### src/rtl/icache_line_refill.sv
// Instruction-cache line refill engine: fetches one cache line as a burst of
// word reads on the instruction-memory bus and returns it with a one-cycle ack.
module icache_line_refill #(
    parameter int LINE_WIDTH = 128,
    parameter int WORD_WIDTH = 32,
    parameter int ADDR_WIDTH = 32
) (
    input  logic                  clk_i,
    input  logic                  rst_ni,
    input  logic                  icache_req_i,
    input  logic [ADDR_WIDTH-1:0] icache_addr_i,
    output logic                  icache_ack_o,
    output logic [LINE_WIDTH-1:0] icache_data_o,
    output logic                  bus_req_o,
    output logic [ADDR_WIDTH-1:0] bus_addr_o,
    input  logic                  bus_ack_i,
    input  logic [WORD_WIDTH-1:0] bus_data_i,
    output logic                  busy_o
);

    localparam int BEATS  = LINE_WIDTH / WORD_WIDTH;
    localparam int OFS    = $clog2(LINE_WIDTH / 8);
    localparam int WOFS   = $clog2(WORD_WIDTH / 8);
    localparam int BEAT_W = (BEATS > 1) ? $clog2(BEATS) : 1;
    localparam logic [BEAT_W-1:0] LAST_BEAT = BEAT_W'(BEATS - 1);

    typedef enum logic [1:0] {
        ST_IDLE  = 2'd0,
        ST_FETCH = 2'd1,
        ST_DONE  = 2'd2
    } state_t;

    state_t                  state_r;
    state_t                  state_nxt_s;
    logic [BEAT_W-1:0]       beat_r;
    logic [BEAT_W-1:0]       beat_nxt_s;
    logic [ADDR_WIDTH-1:0]   base_r;
    logic [ADDR_WIDTH-1:0]   base_nxt_s;
    logic                    kill_r;
    logic                    kill_nxt_s;
    logic                    kill_eff_s;
    logic                    line_we_s;
    logic [LINE_WIDTH-1:0]   line_r;

    function automatic logic [ADDR_WIDTH-1:0] line_base(input logic [ADDR_WIDTH-1:0] addr);
        return {addr[ADDR_WIDTH-1:OFS], {OFS{1'b0}}};
    endfunction

    // Beats stay inside the aligned line, so the sum never carries past OFS.
    function automatic logic [ADDR_WIDTH-1:0] beat_addr(input logic [ADDR_WIDTH-1:0] base,
                                                        input logic [BEAT_W-1:0]     beat);
        return base + (ADDR_WIDTH'(beat) << WOFS);
    endfunction

    // Next-state and datapath control decode.
    always_comb begin
        state_nxt_s = state_r;
        beat_nxt_s  = beat_r;
        base_nxt_s  = base_r;
        kill_nxt_s  = kill_r;
        line_we_s   = 1'b0;
        // The abort decision must see a req drop in the same cycle as the ack.
        kill_eff_s  = kill_r | ~icache_req_i;
        case (state_r)
            ST_IDLE: begin
                if (icache_req_i) begin
                    state_nxt_s = ST_FETCH;
                    base_nxt_s  = line_base(icache_addr_i);
                    beat_nxt_s  = '0;
                    kill_nxt_s  = 1'b0;
                end else begin
                    state_nxt_s = ST_IDLE;
                end
            end
            ST_FETCH: begin
                kill_nxt_s = kill_eff_s;
                if (bus_ack_i) begin
                    line_we_s = 1'b1;
                    if (kill_eff_s) begin
                        state_nxt_s = ST_IDLE;
                    end else if (beat_r == LAST_BEAT) begin
                        state_nxt_s = ST_DONE;
                    end else begin
                        beat_nxt_s = beat_r + BEAT_W'(1);
                    end
                end else begin
                    state_nxt_s = ST_FETCH;
                end
            end
            ST_DONE: begin
                state_nxt_s = ST_IDLE;
            end
            default: begin
                state_nxt_s = ST_IDLE;
            end
        endcase
    end

    // Control state registers.
    always_ff @(posedge clk_i or negedge rst_ni) begin
        if (!rst_ni) begin
            state_r <= ST_IDLE;
            beat_r  <= '0;
            base_r  <= '0;
            kill_r  <= 1'b0;
        end else begin
            state_r <= state_nxt_s;
            beat_r  <= beat_nxt_s;
            base_r  <= base_nxt_s;
            kill_r  <= kill_nxt_s;
        end
    end

    // Line assembly buffer; keeps its contents until the next refill's beats land.
    always_ff @(posedge clk_i or negedge rst_ni) begin
        if (!rst_ni) begin
            line_r <= '0;
        end else if (line_we_s) begin
            line_r[beat_r*WORD_WIDTH +: WORD_WIDTH] <= bus_data_i;
        end
    end

    assign icache_ack_o  = (state_r == ST_DONE);
    assign bus_req_o     = (state_r == ST_FETCH);
    assign busy_o        = (state_r != ST_IDLE);
    assign bus_addr_o    = bus_req_o ? beat_addr(base_r, beat_r) : '0;
    assign icache_data_o = line_r;

endmodule
### config.mk
export PLATFORM = sky130hd
export DESIGN_NAME = icache_line_refill
export DESIGN_NICKNAME = d
export VERILOG_FILES = /design/src/rtl/icache_line_refill.sv
export SDC_FILE = /design/constraint.sdc
export NUM_CORES = 1
export LEC_CHECK = 0
export BUFFER_PORTS_ARGS = -buffer_cell sky130_fd_sc_hd__buf_2
export CORE_ASPECT_RATIO = 1.1
export CORE_MARGIN = 4
export CORE_UTILIZATION = 49
export CTS_CLUSTER_SIZE = 28
export DETAILED_ROUTE_END_ITERATION = 8
export PLACE_DENSITY = 0.8
export SYNTH_ARGS = -nofsm -noshare
export SYNTH_HDL_FRONTEND = slang
export SYNTH_SLANG_ARGS = --single-unit
### constraint.sdc
create_clock -name clk_i -period 2.2 [get_ports clk_i]
set_clock_uncertainty 0.05 [all_clocks]
set_input_delay 0.11 -clock clk_i [delete_from_list [all_inputs] [get_ports clk_i]]
set_output_delay 0.11 -clock clk_i [all_outputs]
set_load 0.01 [all_outputs]
==> out/metrics.cfg <==
[floorplanning]
initial_core_util_pct=50.9
die_w_um=115
row_count=42
dieArea_um2=14500
core_area_um2=12200
die_h_um=126
ioPinCount=231

[power]
ir_worst_vdd_uv=673
total_power_w=0.00908
internal_power_w=0.00655
swShare_pct=27.8
p_seq_share_pct=41.8
p_leak_nw=4.73
clockPowerShare_pct=35.5
p_per_area_nw_per_um2=1030
p_sw_w=0.00252
pwr-share-comb_pct=22.8

[sta]
setup_slack_ps=176
hold_viol=0
maxSlewViolCount=0
setup_viol=0
rsz0062_at_grt=false
final.period_utilization_pct=92.0
worstMarginPinSlew_ps=580
max_slew_margin_pct=61.3
finalSetupTns_ps=0
max_freq_ghz=0.494
fin_crit_ps=2020

[drt]
wl_met2_um=9030
vias=5013
drt_iter0_drc=631
firstDrtPassIters=5
met3_length_um=1740
wl_met1_um=7010
wl_per_cell_um=20.9
ant_nets=0
totalWireLength_um=18300
dr.max_layer_used=met4
drc=0
vias_per_cell=5.71

[min_path]
min_from=bus_ack_i
min_path_cells=3
min_to=state_r[0]
hold_class=in -> reg

[synthesis]
synth_ff_type=dfrtp_1
synth-seq-area-share_pct=64.9
synth_top_area_share_pct=64.9
synthTopCellsByCount=dfrtp_1, a22o_1, and2_1, mux2_2, clkbuf_1
syn_inst=421
synth_top_area_cell=dfrtp_1
synth_edf_count=0
yosysWarnings=0
yosysMostFrequentCell=dfrtp_1
async_reset_ff_share_pct=100
avgSynthCellArea_um2=14.7
ys_seq_elements=161
netlist_area_um2=6210
ys_types=36
ys_top_cells_by_area=dfrtp_1, a22o_1, mux2_2

[place]
place_ws_ps=222
portBuffers=224
dpl_cell_area_um2=7540
hpwl_um=11800
place_congestion=0.823

[worst_setup_path]
worstSetupPathType=reg -> reg
crit_required_ps=2500
rr_endpoint=icache_data_o[111]
r2r-start=beat_r[1]
critPathCaptureType=flip-flop
crit_path_max_fanout=19
cp.arrival_ps=2320
crit_path_start_kind=flip-flop
startpoint=beat_r[1]
reg2reg_depth=6
rrSetupSlack_ps=180

[cells_and_area]
post-route-util_pct=72.3
fin_area_um2=8810
n_antenna_cell=0
drive_gt1_share_pct=43.4
num-fill-cells=779
nets=786
synthToLayoutAreaGrowth_pct=42.0

[clocking]
cts.sinks=161
cts-root-buf=clkbuf_16
cts_buffer_depth=2
clkTransAtPathRegs_ps=60
cts_setup_buffers=0
cts_tree=yes
numCtsBuffers=17
clock_latency_ps=420
htreeDepth=4

[grt]
track_usage_pct=25.8
grt_overflow=0
grt_pass1_wl_um=29300
antenna_found_initial=0
grt_max_degree=63
grt_pass1_vias=5444

[job]
cap_violations=0

[outcome]
status=complete, no violations

-- kinds of logic (layout without fill, tap and decap cells) --
group,count (synthesis),in the layout,synth area share [%]
AO/OA/AOI/OAI,133,133,18.5
adder cells (fa/ha/maj),5,5,1.01
buffers and inverters,36,338,3.04
flip-flops,161,161,64.9
multiplexers,29,29,5.24
other,1,2,0.0604
AND/OR/NAND/NOR,56,56,7.20
-- worst max path at each step --
| stage | cells after the start | endpoint |
|---|---|---|
| 2_1_floorplan | 6 | icache_data_o[42] |
| 3_3_place_gp | 6 | icache_data_o[65] |
| 3_5_place_dp | 6 | icache_data_o[10] |
| 4_1_cts | 5 | bus_addr_o[10] |
| 5_1_grt | 6 | icache_data_o[75] |
| 6_report | 6 | icache_data_o[111] |
-- registers in the layout, summed over array words and instances (netlist names) --
signal         cells
base_r            28
beat_r             2
icache_data_o    128
kill_r             1
state_r            2
-- per-stage QoR --
step | hold slack (ps) | instances
after floorplan | -236 | 422
after global placement | 69.2 | 786
after detailed placement | 73.9 | 786
after CTS | 65.1 | 878
after global routing | 87.8 | 878
final | 74.5 | 878
-- power by group through the flow --
stage	combinational [W]	clock (W)	sequential [W]
final	0.00207	0.00322	0.00379
after floorplan	0.000960	0	0.00392
after detailed placement	0.00197	0	0.00383
after CTS	0.00207	0.00327	0.00378
after global placement	0.00191	0	0.00379
after global routing	0.00224	0.00338	0.00384
-- area by class of cell --
class / count / area (um2) / share of cell area (%)
clock buffers: 23 / 508 / 5.76
clock inverters: 7 / 145 / 1.65
inverters: 4 / 15.0 / 0.170
multi-input cells: 225 / 2000 / 22.7
flip-flops and latches: 161 / 4030 / 45.7
well taps: 154 / 193 / 2.19
repair buffers: 304 / 1920 / 21.8
-- what timing repair did --
| action | CTS | global route |
|---|---|---|
| resized for setup | 0 | 1 |
| setup endpoints to repair | 0 | 28 |
| hold buffers | 62 | 0 |
| hold endpoints to repair | 219 | 0 |
-- placed cells by master (no fill, tap or decap), types with 5 or more instances in the layout --
cell | synthesis | routed
a22o_1 | 128 | 128
and2_1 | 28 | 28
buf_2 | 7 | 223
buf_4 | 8 | 15
clkbuf_16 | 0 | 17
clkbuf_8 | 0 | 6
dfrtp_1 | 161 | 160
dlygate4sd3_1 | 0 | 62
ha_1 | 5 | 5
mux2_2 | 27 | 27
-- worst max-delay path, cell delays in order (launching register included) --
cell and delay (ps):
dfrtp_1 400, inv_1 170, ha_1 310, or3b_1 460, nor2_4 110, buf_4 260
a22o_1 190
-- per-layer routing --
layer,GRT usage [%],vias up
met2,41.5,283
li1,-,2156
met4,11.9,0
met5,0,-
met1,32.2,2530
met3,7.34,44
Power figures use the tool's default switching activity.
